`src/rtl/s5s_dpr_pkg.sv`:
```
// Shared types for the s5s DPR responder: command encoding, FSM states and
// the latency-counter width helper.
package s5s_dpr_pkg;

    typedef enum logic [1:0] {
        NOP = 2'b00,
        INC = 2'b01,
        DEC = 2'b10,
        CLR = 2'b11
    } t_dpr_cmd;

    typedef enum logic {
        IDLE = 1'b0,
        BUSY = 1'b1
    } t_dpr_rsp_state;

    // A LATENCY of 1 still needs a 1-bit counter so the port widths stay legal.
    function automatic int lat_cnt_w(input int lat);
        return (lat > 1) ? $clog2(lat) : 1;
    endfunction

endpackage

```
`src/rtl/s5s_dpr_lat_cnt.sv`:
```
// Loadable down-counter that saturates at zero; hold freezes it, load wins over hold.
// Zero flag is decoded from the count register only.
module s5s_dpr_lat_cnt #(
    parameter int W = 1
) (
    input  logic         clk,
    input  logic         rst,
    input  logic         load_i,
    input  logic [W-1:0] load_val_i,
    input  logic         hold_i,
    output logic         zero_o
);

    logic [W-1:0] cnt_q;
    logic [W-1:0] cnt_d;

    always_comb begin
        cnt_d = cnt_q;
        if (load_i) begin
            cnt_d = load_val_i;
        end else if (!hold_i && (cnt_q != '0)) begin
            cnt_d = cnt_q - W'(1);
        end
    end

    always_ff @(posedge clk) begin
        if (rst) begin
            cnt_q <= '0;
        end else begin
            cnt_q <= cnt_d;
        end
    end

    assign zero_o = (cnt_q == '0);

endmodule

```
`src/rtl/s5s_dpr_rsp.sv`:
```
// DPR responder: one req/cmd accepted in IDLE, rdy pulses LATENCY(+stall) cycles later,
// command executes on the edge closing the rdy cycle; BUSY-time req/cmd changes set sticky err.
module s5s_dpr_rsp
    import s5s_dpr_pkg::*;
#(
    parameter int DATA_W  = 8,
    parameter int LATENCY = 2
) (
    input  logic              clk,
    input  logic              rst,
    input  logic              req,
    input  logic [1:0]        cmd,
    input  logic              stall,
    output logic              rdy,
    output logic [DATA_W-1:0] value,
    output logic              wrap,
    output logic              err
);

    localparam int CNT_W = lat_cnt_w(LATENCY);
    localparam logic [CNT_W-1:0] LOAD_VAL = CNT_W'(LATENCY - 1);

    if (LATENCY < 1) begin : g_bad_latency
        $error("s5s_dpr_rsp: LATENCY must be >= 1");
    end

    t_dpr_rsp_state    state_q;
    t_dpr_cmd          cmd_q;
    logic [DATA_W-1:0] value_q;
    logic              wrap_q;
    logic              err_q;

    logic              cnt_zero;
    logic              busy;
    logic              cnt_load;
    logic [DATA_W-1:0] value_d;
    logic              wrap_d;

    assign busy     = (state_q == BUSY);
    assign cnt_load = (state_q == IDLE) && req;

    s5s_dpr_lat_cnt #(
        .W (CNT_W)
    ) u_lat_cnt (
        .clk        (clk),
        .rst        (rst),
        .load_i     (cnt_load),
        .load_val_i (LOAD_VAL),
        .hold_i     (stall),
        .zero_o     (cnt_zero)
    );

    // Result of executing the captured command; only committed on the rdy cycle.
    always_comb begin
        value_d = value_q;
        wrap_d  = wrap_q;
        unique case (cmd_q)
            NOP: ;
            INC: begin
                value_d = value_q + DATA_W'(1);
                if (value_q == '1) wrap_d = 1'b1;
            end
            DEC: begin
                value_d = value_q - DATA_W'(1);
                if (value_q == '0) wrap_d = 1'b1;
            end
            CLR: begin
                value_d = '0;
                wrap_d  = 1'b0;
            end
        endcase
    end

    always_ff @(posedge clk) begin
        if (rst) begin
            state_q <= IDLE;
            cmd_q   <= NOP;
            value_q <= '0;
            wrap_q  <= 1'b0;
            err_q   <= 1'b0;
        end else begin
            if (busy && (req || (cmd != cmd_q))) begin
                err_q <= 1'b1;
            end
            unique case (state_q)
                IDLE: begin
                    if (req) begin
                        cmd_q   <= t_dpr_cmd'(cmd);
                        state_q <= BUSY;
                    end
                end
                BUSY: begin
                    if (cnt_zero) begin
                        value_q <= value_d;
                        wrap_q  <= wrap_d;
                        state_q <= IDLE;
                    end
                end
            endcase
        end
    end

    assign rdy   = busy && cnt_zero;
    assign value = value_q;
    assign wrap  = wrap_q;
    assign err   = err_q;

endmodule

```
`config.mk`:
```
export PLATFORM = sky130hd
export DESIGN_NAME = s5s_dpr_rsp
export DESIGN_NICKNAME = d
export VERILOG_FILES = /design/src/rtl/s5s_dpr_pkg.sv /design/src/rtl/s5s_dpr_lat_cnt.sv /design/src/rtl/s5s_dpr_rsp.sv
export SDC_FILE = /design/constraint.sdc
export NUM_CORES = 1
export LEC_CHECK = 0
export CAP_MARGIN = 25
export CORE_UTILIZATION = 57
export CTS_BUF_LIST = sky130_fd_sc_hd__clkbuf_8
export CTS_CLUSTER_DIAMETER = 50
export CTS_CLUSTER_SIZE = 8
export DETAILED_ROUTE_END_ITERATION = 10
export PLACE_DENSITY = 0.82
export SETUP_SLACK_MARGIN = 0.05
export SYNTH_ARGS = -nofsm -noshare
export SYNTH_HDL_FRONTEND = slang
export SYNTH_SLANG_ARGS = --single-unit
```
`constraint.sdc`:
```
create_clock -name clk -period 3.6 [get_ports clk]
set_input_delay 0.72 -clock clk [delete_from_list [all_inputs] [get_ports clk]]
set_output_delay 0.72 -clock clk [all_outputs]
set_load 0.01 [all_outputs]
```
# Word-level counts from Yosys, hierarchy flattened
# Index checks and enable logic that the tools add are counted.
[classes]
n_addsub = 3
mul = 0
div_mod_pow = 0
n_lt_le_gt_ge = 0
eq_ne = 7
shift = 0
muxes = 9
n_bitwise = 2
reduce_logical = 12
[ops]
columns = ["cell", "n"]
rows = [
  ["$pmux 8 s3", 1],
  ["$add 8x1->8 const B", 1],
  ["$eq 8x8->1 const B", 1],
  ["$logic_not 8->1", 1],
  ["$sub 8x1->8 const B", 1],
  ["$mux 1", 6],
  ["$reduce_and 5->1", 1],
  ["$eq 2x2->1 const B", 2],
  ["$logic_and 1x1->1", 4],
  ["$ne 2x2->1 const B", 2],
  ["$pmux 1 s3", 1],
  ["$reduce_and 3->1", 1],
  ["$reduce_bool 3->1", 1],
  ["$eq 2x1->1 const B", 1],
  ["$ne 2x2->1", 1],
  ["$not 1->1", 2],
  ["$pmux 1 s2", 1],
  ["$reduce_and 2->1", 1],
  ["$reduce_bool 2->1", 1],
  ["$logic_not 1->1", 1],
  ["$logic_or 1x1->1", 1],
  ["$sub 1x1->1 const B", 1],
]
[totals]
register_bits = 14
latchBits = 0
ram_bits = 0
rom_bits = 0
input_bits = 6
out_inout_bits = 11
memories = 0

# Depth between registers and ports, before layout
[logic_depth]
depth_word = 4
depth_mapped = 11
depth_no_buf = 10

# Modules after synthesis
# A second synthesis with hierarchy kept.
[unflattened]
cells_unflattened = 118
area_unflattened_um2 = 953.4
[modules_own_cells]
columns = ["mod", "instances", "cells_each", "area_each_um2", "seq_area_each_um2"]
rows = [
  ["s5s_dpr_rsp", 1, 113, 913.4, 260.2],
  ["s5s_dpr_lat_cnt", 1, 5, 40.0, 20.0],
]

# Worst setup path before layout
# Ideal clock, no wire load.
[synth_path]
kind = "register to register"
start = "reg cmd_q[0]"
end = "reg value_q[7], in the netlist value[7]"
setup_time_ns = 0.060
t_arrival_ns = 1.990
required_time_ns = 3.540
setup_slack_ns = 1.550
stages_incl_launch_ff = 10
synth_period_minus_slack_ns = 2.050
path_cell_list = "dfxtp_1 -> buf_4 -> or2b_4 -> inv_4 -> ha_1 -> a21o_1 -> a31o_1 -> or3_1 -> a21o_1 -> nand3_2"
[synth_between]
elab_chain_len = 3
word_cells_on_any_way = 6
[synth_rtl]
columns = ["item", "line", "text"]
rows = [
  ["from (decl)", "s5s_dpr_rsp.sv:28", "t_dpr_cmd cmd_q;"],
  ["from (signal assigned)", "s5s_dpr_rsp.sv:88", "cmd_q <= t_dpr_cmd'(cmd);"],
  ["$eq 2x2->1 / $eq 2x1->1 (equally long branches)", "s5s_dpr_rsp.sv:57", "unique case (cmd_q)"],
  ["$reduce_bool 3->1 (no line)", "--", ""],
  ["$reduce_and 3->1 (no line)", "--", ""],
  ["to (signal assigned)", "s5s_dpr_rsp.sv:94", "value_q <= value_d;"],
  ["to (decl)", "s5s_dpr_rsp.sv:29", "logic [DATA_W-1:0] value_q;"],
]
# Parallel ways exist; a longest one is shown, timed or not.
# A chain may end at the register's enable or synchronous reset.

# Worst setup path after layout
[layout_path]
start = "reg cmd_q[1]"
end = "reg value_q[4], in the netlist value[4]"
# The elaborated chain is that of the path after synthesis.

==> results by stage <==
Logic synthesis:
- By area the synthesized netlist is led by sky130_fd_sc_hd__dfxtp_1 31%, sky130_fd_sc_hd__nor2_1 6.2%, sky130_fd_sc_hd__a21oi_1 6.0%.
- The synthesized-area fraction occupied by and/or/nand/nor cells is 25.5%.
- The average cell area after synthesis is 7.94 sq um.
- The netlist area before placement is 913 sq um.
- The synthesized flop and latch total is 14.
- In the synthesized netlist the dominant register cell turns out to be sky130_fd_sc_hd__dfxtp_1.
- The net count of the mapped netlist is 125.
- By area, the combinational part of the netlist is dominated by simple AND/OR/NAND/NOR gates.
- The area share of the largest cell type after synthesis is 30.7%.
- Summing the areas of all compound-gate instances in the mapped netlist gives 22.5% of the synthesized area.
- After Yosys synthesis, full adders, half adders and majority gates account for 6.71% of the synthesized area.
- The Yosys warning count is 0.
- Summing the areas of all xor and xnor instances in the mapped netlist gives 7.67% of the synthesized area.
- The number of flops mapped to enable cells by yosys is 0.
- The number of different library cells in the post-synthesis netlist is 41.
- After technology mapping, the gate count stands at 115.
- The sequential fraction of the synthesis area is 30.7%.
- The library cell occupying the most area in the post-synthesis netlist is sky130_fd_sc_hd__dfxtp_1.
- The multiplexer share of the synthesized area is 2.19%.
- For this run, asynchronously set or reset flops after synthesis account for 0%.

Cells and area:
- 0 antenna diodes ended up in the layout.
- The library cells used most frequently in the layout, excluding fill and tap cells, are 16 x sky130_fd_sc_hd__clkdlybuf4s50_1, 15 x sky130_fd_sc_hd__nor2_1, 14 x sky130_fd_sc_hd__dfxtp_1, 11 x sky130_fd_sc_hd__a21oi_1, 6 x sky130_fd_sc_hd__o21ai_0.
- Summing all multi-input logic gate instances after layout gives 589 sq um.
- The area growth from synthesis to layout is 23.3%.
- Leaving out fill and tap cells, the most frequent cell in the layout is sky130_fd_sc_hd__clkdlybuf4s50_1.
- The filler cells instantiated in the layout total 113.
- The number of nets at the end of the flow is 141.
- The fraction of final layout cells with drive strength greater than 1 is 6.92%.
- In the final layout, flip-flops and latches occupy 280 sq um.

Route:
- In the final routed layout, each cell accounts on average for 14.3 um.
- The starting DRC count in detailed routing is 35.
- The number of search-and-repair iterations in the first detailed-routing pass is 4.
- The final route contains 926 vias.
- After detailed routing, the number of remaining DRC violations is 0.
- The count of nets left with antenna violations after detail routing is 0.
- After detailed routing, the number of vias per cell comes to 6.34.
- For this block, the routed nets add up to 2.09 mm of wire.

Floorplanning:
- The width of the chip is 42.0 um.
- The number of rows in the core area is 14.
- The die covers 1770 sq um.
- The initial utilization of the core area, before any placement, comes to 60.6%.
- The floorplan step defined a core boundary enclosing 1510 sq um.
- The number of ports placed on the die boundary is 17.
- The vertical die dimension is 42.0 um.

Pwr:
- The clock power share is 38.6%.
- The total power divided by cell area is 356 nW/um^2.
- The overall power of the completed layout is 0.401 mW.
- VDD sags by at most 365 uV.
- For this design the total switching power over the nets is 0.107 mW.
- The combinational fraction of design power is 18.1%.
- The part of the power in registers is 43.3%.
- The static leakage power is 0.448 nW.
- Cell internal power was estimated by the tool at 0.294 mW.
- The fraction of power spent switching nets is 26.6%.

Global routing:
- The met1 routing resource usage after global routing is 33.7%.
- The global routing's busiest layer is met2.
- Across every metal layer, demand over resource in global routing totals 26.2%.
- For this run the aggregate overflow at the end of global routing stands at 0.
- Entering global routing, the biggest net connects 15 pins.
- The global routing met3 resource utilization is 5.17%.
- Global routing used 40.9% of the available met2 tracks.
- The global-route wire length before repair is 3.53 mm.
- The via count of the first global-routing pass is 829.
- The initial antenna violation count is 0.

Worst setup path:
- The cell family contributing the most delay on the critical path is simple AND/OR/NAND/NOR gates.
- The count of buffer and inverter cells on the critical path is 1.
- The worst reg-to-reg setup slack is 1.14 ns.
- The largest fanout on the critical path is 14.
- The logic depth of the worst register-to-register path is 10.
- The worst register-to-register path begins at cmd_q[1].
- The critical-path cell with the highest stage delay is sky130_fd_sc_hd__dfxtp_1.
- The capturing point of the worst reg2reg path is value[4].
- For the worst setup path, the data required time is 3.78 ns.
- For the worst setup path, the data arrival time is 2.64 ns.
- The longest individual stage delay on the worst path is 0.58 ns.
- The critical path goes through or2b_4 -> inv_4 -> xnor2_1 -> ha_1 -> nand2_1 -> a21oi_1 -> a21oi_1 -> xnor2_1 -> or3_1 -> mux2i_1.
- The class of the most critical setup path is reg -> reg.
- STA classifies the critical path endpoint as a flip-flop.
- STA classifies the critical path startpoint as a flip-flop.

Timing:
- The transition at the pin with the smallest max-transition slack is 0.475 ns.
- Setup repair after global routing left no endpoint under its margin.
- The final number of max-transition violations is 0.
- The number of failing setup endpoints in the final timing report is 0.
- The headroom to the max-slew limit is 68.3%.
- For the final database, setup skew stands at 0.00235 ns.
- The hold violation count in the final report was 0.
- The time the final worst path needs with I/O delays and setup is 2.46 ns.
- The final critical path takes up 68.5% of the cycle.
- In the final timing run, aggregate negative setup slack is 0 ns.
- The maximum clock frequency is 0.406 GHz.

CTS:
- The quantity of hold-fixing buffers added after cts is 0.
- Counting the buffers created by CTS gives 3.
- The tree is rooted in a sky130_fd_sc_hd__clkbuf_8.
- The total setup buffers inserted after CTS is 0.
- CTS saw 14 sinks.
- The CTS H-tree depth is 1.
- Clock latency on the worst-skew pair, taken at its later pin, is 0.25 ns.
- The count of cells resized by post-cts repair is 0.
- The clock-pin slew of the registers on the worst-case setup and hold paths is 0.06 ns.
- The number of buffers on the longest clock path is 2.
- TritonCTS built the clock tree.

Hold path:
- In this run the most critical hold path is launched from err.
- The tightest min-delay check is of the reg -> reg type.
- The cell depth of the worst min-delay path is 2.
- The path with the worst hold slack has its endpoint at err.

Placed design:
- The global placement routability congestion is 0.904.
- The wire-length estimate of the detail-placed layout is 1.53 mm.
- The number of I/O port buffers is 16.

Status:
- The flow ran to the end, and the final reports show no timing, DRC or antenna violations.

Flow run:
- The tool flagged a number of max-cap violations equal to 0.
-- per-layer routing --
metal	wire length (um)	vias to the layer above
met5	0	-
met4	46	0
met3	126	7
met2	1010	31
met1	914	433
li1	-	455
-- Yosys cell counts (3+ instances only) --
cell type	n
sky130_fd_sc_hd__xor2_1	4
sky130_fd_sc_hd__a21oi_1	11
sky130_fd_sc_hd__nand2_1	5
sky130_fd_sc_hd__nand3_1	3
sky130_fd_sc_hd__nor2_1	15
sky130_fd_sc_hd__nor3_1	3
sky130_fd_sc_hd__clkbuf_1	3
sky130_fd_sc_hd__a31oi_1	4
sky130_fd_sc_hd__dfxtp_1	14
sky130_fd_sc_hd__ha_1	4
sky130_fd_sc_hd__o21ai_0	6
sky130_fd_sc_hd__nand4_1	3
sky130_fd_sc_hd__xnor2_1	4
sky130_fd_sc_hd__inv_1	3
sky130_fd_sc_hd__or3_1	3
-- state kept, by name (all words and copies together) (netlist names) --
| signal | count |
|---|---|
| busy | 1 |
| cmd_q | 2 |
| err | 1 |
| u_lat_cnt.cnt_q | 1 |
| value | 8 |
| wrap | 1 |
-- worst min-delay path, cell delays in order (launching register included) --
cell and delay [ns]:
sky130_fd_sc_hd__dfxtp_1 0.32, sky130_fd_sc_hd__a21oi_1 0.05, sky130_fd_sc_hd__nor2_1 0.07
-- power groups by stage --
stage | sequential (mW) | combinational (mW) | clock (mW)
after global routing | 0.175 | 0.0806 | 0.165
after global placement | 0.176 | 0.0707 | 0
final | 0.174 | 0.0727 | 0.155
after detailed placement | 0.176 | 0.0720 | 0
after CTS | 0.173 | 0.0728 | 0.158
after floorplan | 0.173 | 0.0497 | 0
-- worst max-delay path by stage --
stage	depth (start not counted)	end	from	slack (ns)
5_1_grt	10	value[4]	cmd_q[1]	0.96
3_5_place_dp	10	value[4]	cmd_q[1]	1.20
3_3_place_gp	10	value[4]	cmd_q[1]	1.22
2_1_floorplan	9	value[7]	cmd_q[0]	1.55
4_1_cts	10	value[4]	cmd_q[1]	1.15
6_report	10	value[4]	cmd_q[1]	1.14
-- cell type report --
class,count,area share (%)
multi-input cells,91,52.3
clock buffers,4,4.89
repair buffers,16,14.2
inverters,5,1.89
flip-flops and latches,14,24.9
well taps,16,1.78
-- metrics by stage --
stage	utilization (%)	worst slack [ns]	std cells	hold WS [ns]	cell area, sq um
floorplan	-	1.55	115	0.470	913
global placement	71.1	1.22	142	0.459	1070
detailed placement	71.1	1.20	142	0.460	1070
CTS	74.8	1.15	146	0.479	1130
global route	74.8	0.957	146	0.536	1130
finish	74.8	1.14	146	0.473	1130
-- cells by family (layout without fill, tap and decap cells) --
group,Yosys count,after routing
AOI/OAI and AO/OA,32,32
buffers and inverters,10,25
DFF,14,14
xor gates and xnor gates,8,8
adders and majority gates,5,5
muxes,2,2
and+or+nand+nor,44,44
Power figures use the tool's default switching activity.
==> variant 1: new RTL, same settings <==
Put one more register stage on the output `err`, cleared by the reset. The value now appears one clock later. The other outputs are not delayed to match. Comments in the files are not updated.
--- a/src/rtl/s5s_dpr_rsp.sv
+++ b/src/rtl/s5s_dpr_rsp.sv
@@ -105,3 +105,9 @@
     assign wrap  = wrap_q;
-    assign err   = err_q;
+    always_ff @(posedge clk) begin
+        if (rst) begin
+            err <= '0;
+        end else begin
+            err <= err_q;
+        end
+    end
 
Function: changed (a bounded check fails within 4 cycles, from zero or initial values and one cycle with rst high).
==> variant 1 against the original RTL <==
Count of clock-buffer cells in the layout down 1. Wire length decreased by 3.3%. Combinational power fell by 1%. Worst setup slack better by 0.0029 ns. Sequential cell count increased by 1. Power shrank 3.8%. Worst hold slack worse by 0.014 ns. Cell area rose by 1.4%. Area after synthesis grew 2.9%. Critical path type unchanged. Largest power group unchanged.
==> variant 1: results (changes against the original RTL) <==
** Power
- Combinational logic power :: 0.0719 mW (was 0.0727 mW)
- The cell leakage power is 0.456 nW (was 0.448 nW).
- Clk network pwr share :: 33.3% (was 38.6%)

** Synthesis
- Post-Synthesis Net Count :: 127 (was 125)
- Seq/Total Area, Yosys :: 32.0% (was 30.7%)
- Number of different library cells in the post-synthesis netlist :: 40 (was 41)
- Cells taking the most area after synthesis :: sky130_fd_sc_hd__dfxtp_1 32%, sky130_fd_sc_hd__nor2_1 6.0%, sky130_fd_sc_hd__a21oi_1 5.9% (was sky130_fd_sc_hd__dfxtp_1 31%, sky130_fd_sc_hd__nor2_1 6.2%, sky130_fd_sc_hd__a21oi_1 6.0%)
- Share of the synthesized area in compound gates (AO/OA/AOI/OAI) :: 21.8% (was 22.5%)
- XOR/XNOR Fraction of Synth Area :: 7.46% (was 7.67%)
- The fraction of synthesized area in multiplexers was 2.13% (was 2.19%).

** GRT
- The first-pass GRT wire length was 3480 um (was 3530 um).
- The all-layer global routing usage is 25.0% (was 26.2%).
- Vias in the first global route :: 785 (was 829)

** Placed design
- The post-placement cell area came to 1100 um2 (was 1070 um2).
- The weighted congestion reported at the end of routability-driven placement is 0.888 (was 0.904).

** Final layout
- The storage element area came to 300 um2 (was 280 um2).
- Fraction of area in multi-input gates :: 52.1% (was 52.3%)
- The net count of the finished layout is 143 (was 141).
- The portion of the layout cell area used by non-clock buffers is 14.0% (was 14.2%).
- The total of fill cells in the finished design is 116 (was 113).
- Clock buf/inv share :: 3.94% (was 4.89%)

** Outcome
- Outcome: completed (unchanged).

** Route
- Routed length on met2 :: 961 um (was 1010 um)
- Via density :: 5.97 (was 6.34)
- Wire length on met3 :: 110 um (was 126 um)
- Routed length per placed instance :: 13.7 um (was 14.3 um)

** STA
- Slew at the pin closest to its max-slew limit :: 0.465 ns (was 0.475 ns)
- Final worst clock skew :: 0.00273 ns (was 0.00235 ns)

** Worst setup path
- The arrival time of data at the critical path endpoint was 2.63 ns (was 2.64 ns).
variant 1: changes by cell type in the layout (fill, tap and decap cells not counted), sizes merged:
cell / unedited run / this run
nor2b: 2 / 3
dfxtp: 14 / 15
clkbuf: 4 / 3
inv: 4 / 5
variant 1: metrics by stage:
step / instances / utilization [%] / total power, mW / setup slack, ns
after floorplan: 117 / - / 0.235 / 1.55
after global placement: 144 / 72.0 / 0.259 / 1.21
after detailed placement: 144 / 72.0 / 0.260 / 1.19
final: 148 / 75.0 / 0.386 / 1.14
after CTS: 148 / 75.0 / 0.390 / 1.16
after global routing: 148 / 75.0 / 0.407 / 0.891
variant 1: worst min-delay path, delay by kind of cell (launching register included):
family | cells | cell delay, ns
flip-flops | 1 | 0.32
AND/OR/NAND/NOR | 1 | 0.07
AO/OA/AOI/OAI | 1 | 0.04
variant 1: metal layers:
metal,vias up,GRT usage [%]
li1,460,-
met1,387,34.4
met2,35,38.5
met3,2,6.90
met4,0,6.88
met5,-,0
==> variant 2: new RTL, same flow settings <==
Made on the original files. The parameter `LATENCY` goes from 2 to 1.
--- a/src/rtl/s5s_dpr_rsp.sv
+++ b/src/rtl/s5s_dpr_rsp.sv
@@ -6,3 +6,3 @@
     parameter int DATA_W  = 8,
-    parameter int LATENCY = 2
+    parameter int LATENCY = 1
 ) (
Function: changed (Yosys sat finds a counterexample within 4 cycles, from zero or initial values and one cycle with rst high).
==> variant 2 against the original RTL <==
Area after synthesis is 0.68% higher. Core utilization is 0.75 points lower. Maximum frequency is 0.22% higher. Worst setup slack better by 0.0054 ns. Synthesized cell count stayed put. Wire length is 1.2% higher. Die area is 0.64% higher. Global-route usage is 1.3 points lower. Power is 8.1% lower. Cell area is 1.0% lower. Sequential cell count stayed put. Via count is 3.0% lower. First-iteration DRC count is 23% lower.
==> variant 2: results (changes against the original RTL) <==
** Final layout
- The proportion of layout cells with a drive suffix above 1 was 6.20% (was 6.92%).
- The number of standard cells in the layout, taps in and fillers out is 145 (was 146).

** Synthesis
- Cells taking the most area after synthesis: sky130_fd_sc_hd__dfxtp_1 30%, sky130_fd_sc_hd__nor2_1 5.7%, sky130_fd_sc_hd__ha_1 5.4% (was sky130_fd_sc_hd__dfxtp_1 31%, sky130_fd_sc_hd__nor2_1 6.2%, sky130_fd_sc_hd__a21oi_1 6.0%).
- Most common library cells after synthesis :: 14 x sky130_fd_sc_hd__dfxtp_1, 14 x sky130_fd_sc_hd__nor2_1, 9 x sky130_fd_sc_hd__a21oi_1, 6 x sky130_fd_sc_hd__nand2_1, 6 x sky130_fd_sc_hd__o21ai_0 (was 15 x sky130_fd_sc_hd__nor2_1, 14 x sky130_fd_sc_hd__dfxtp_1, 11 x sky130_fd_sc_hd__a21oi_1, 6 x sky130_fd_sc_hd__o21ai_0, 5 x sky130_fd_sc_hd__nand2_1)
- Seq/Total Area, Yosys :: 30.5% (was 30.7%)

** Min path
- The worst hold endpoint is u_lat_cnt.cnt_q$_SDFFE_PP0P_ (was err$_SDFFE_PP0P_).
- The worst hold path startpoint is u_lat_cnt.cnt_q$_SDFFE_PP0P_ (was err$_SDFFE_PP0P_).

** Worst setup path
- Dominant delay contributor by cell family on the critical path :: buffers and inverters (was simple AND/OR/NAND/NOR gates)
- Max FO, Critical Path :: 10 (was 14)
- Arrival time reported for the critical path endpoint :: 1.74 ns (was 2.64 ns)
- The capturing instance or port of the critical path is rdy (was value[4]$_SDFFE_PP0P_).
- Cell type of the slowest stage on the worst timing path :: sky130_fd_sc_hd__clkdlybuf4s50_1 (was sky130_fd_sc_hd__dfxtp_1)
- Critical path launch point :: u_lat_cnt.cnt_q$_SDFFE_PP0P_ (was cmd_q[1]$_SDFFE_PP0P_)

** Placed design
- The worst slack at placement was 1.33 ns (was 1.20 ns).
- The weighted congestion reported at the end of routability-driven placement was 0.863 (was 0.904).
- Placement Cell Area :: 1070 um2 (about the same)
- DPL Wire Length :: 1510 um (was 1530 um)

** STA
- Final worst clock skew :: 0.000618 ns (was 0.00235 ns)
- Hold Worst Slack :: 0.453 ns (was 0.473 ns)
- The highest achievable clock rate was 407 MHz (was 406 MHz).

** Route
- Via total after detailed routing :: 898 (was 926)
- The detailed-route wire length per cell is 14.6 um (was 14.3 um).
- Initial DRC count :: 27 (was 35)

** Outcome
- Outcome :: completed (unchanged)

** GRT
- Wire length of the first global-routing pass :: 3370 um (was 3530 um)

** Power
- Static power due to leakage :: 0.452 nW (was 0.448 nW)
variant 2: power by group:
group | switching (mW) | internal [mW] | leakage (nW)
sequential | 0.0116 | 0.161 | 0.114
combinational | 0.0363 | 0.0341 | 0.316
clock | 0.0518 | 0.0739 | 0.0216
total | 0.0996 | 0.269 | 0.452
variant 2: layout make-up:
type	instances	area [um2]
timing repair buffer	16	160
multi-input combinational	91	592
tap	16	20.0
clock buffer	3	41.3
inverter	5	21.3
sequential	14	280
fill	127	392
variant 2: kinds of logic (layout without fill, tap and decap cells):
logic type / after synthesis / in the layout / synth area share, %
simple gates: 45 / 45 / 26.1
xor+xnor: 8 / 8 / 7.62
flops: 14 / 14 / 30.5
compound gates: 32 / 32 / 22.9
mux: 1 / 1 / 1.09
fa+ha+maj: 5 / 5 / 6.67
buf+inv: 10 / 24 / 5.17
variant 2: layer usage:
layer | global-route usage [%] | routed length (um)
met1 | 33.6 | 1040
met2 | 37.5 | 952
met3 | 7.76 | 103
met4 | 8.75 | 26
met5 | 0 | 0
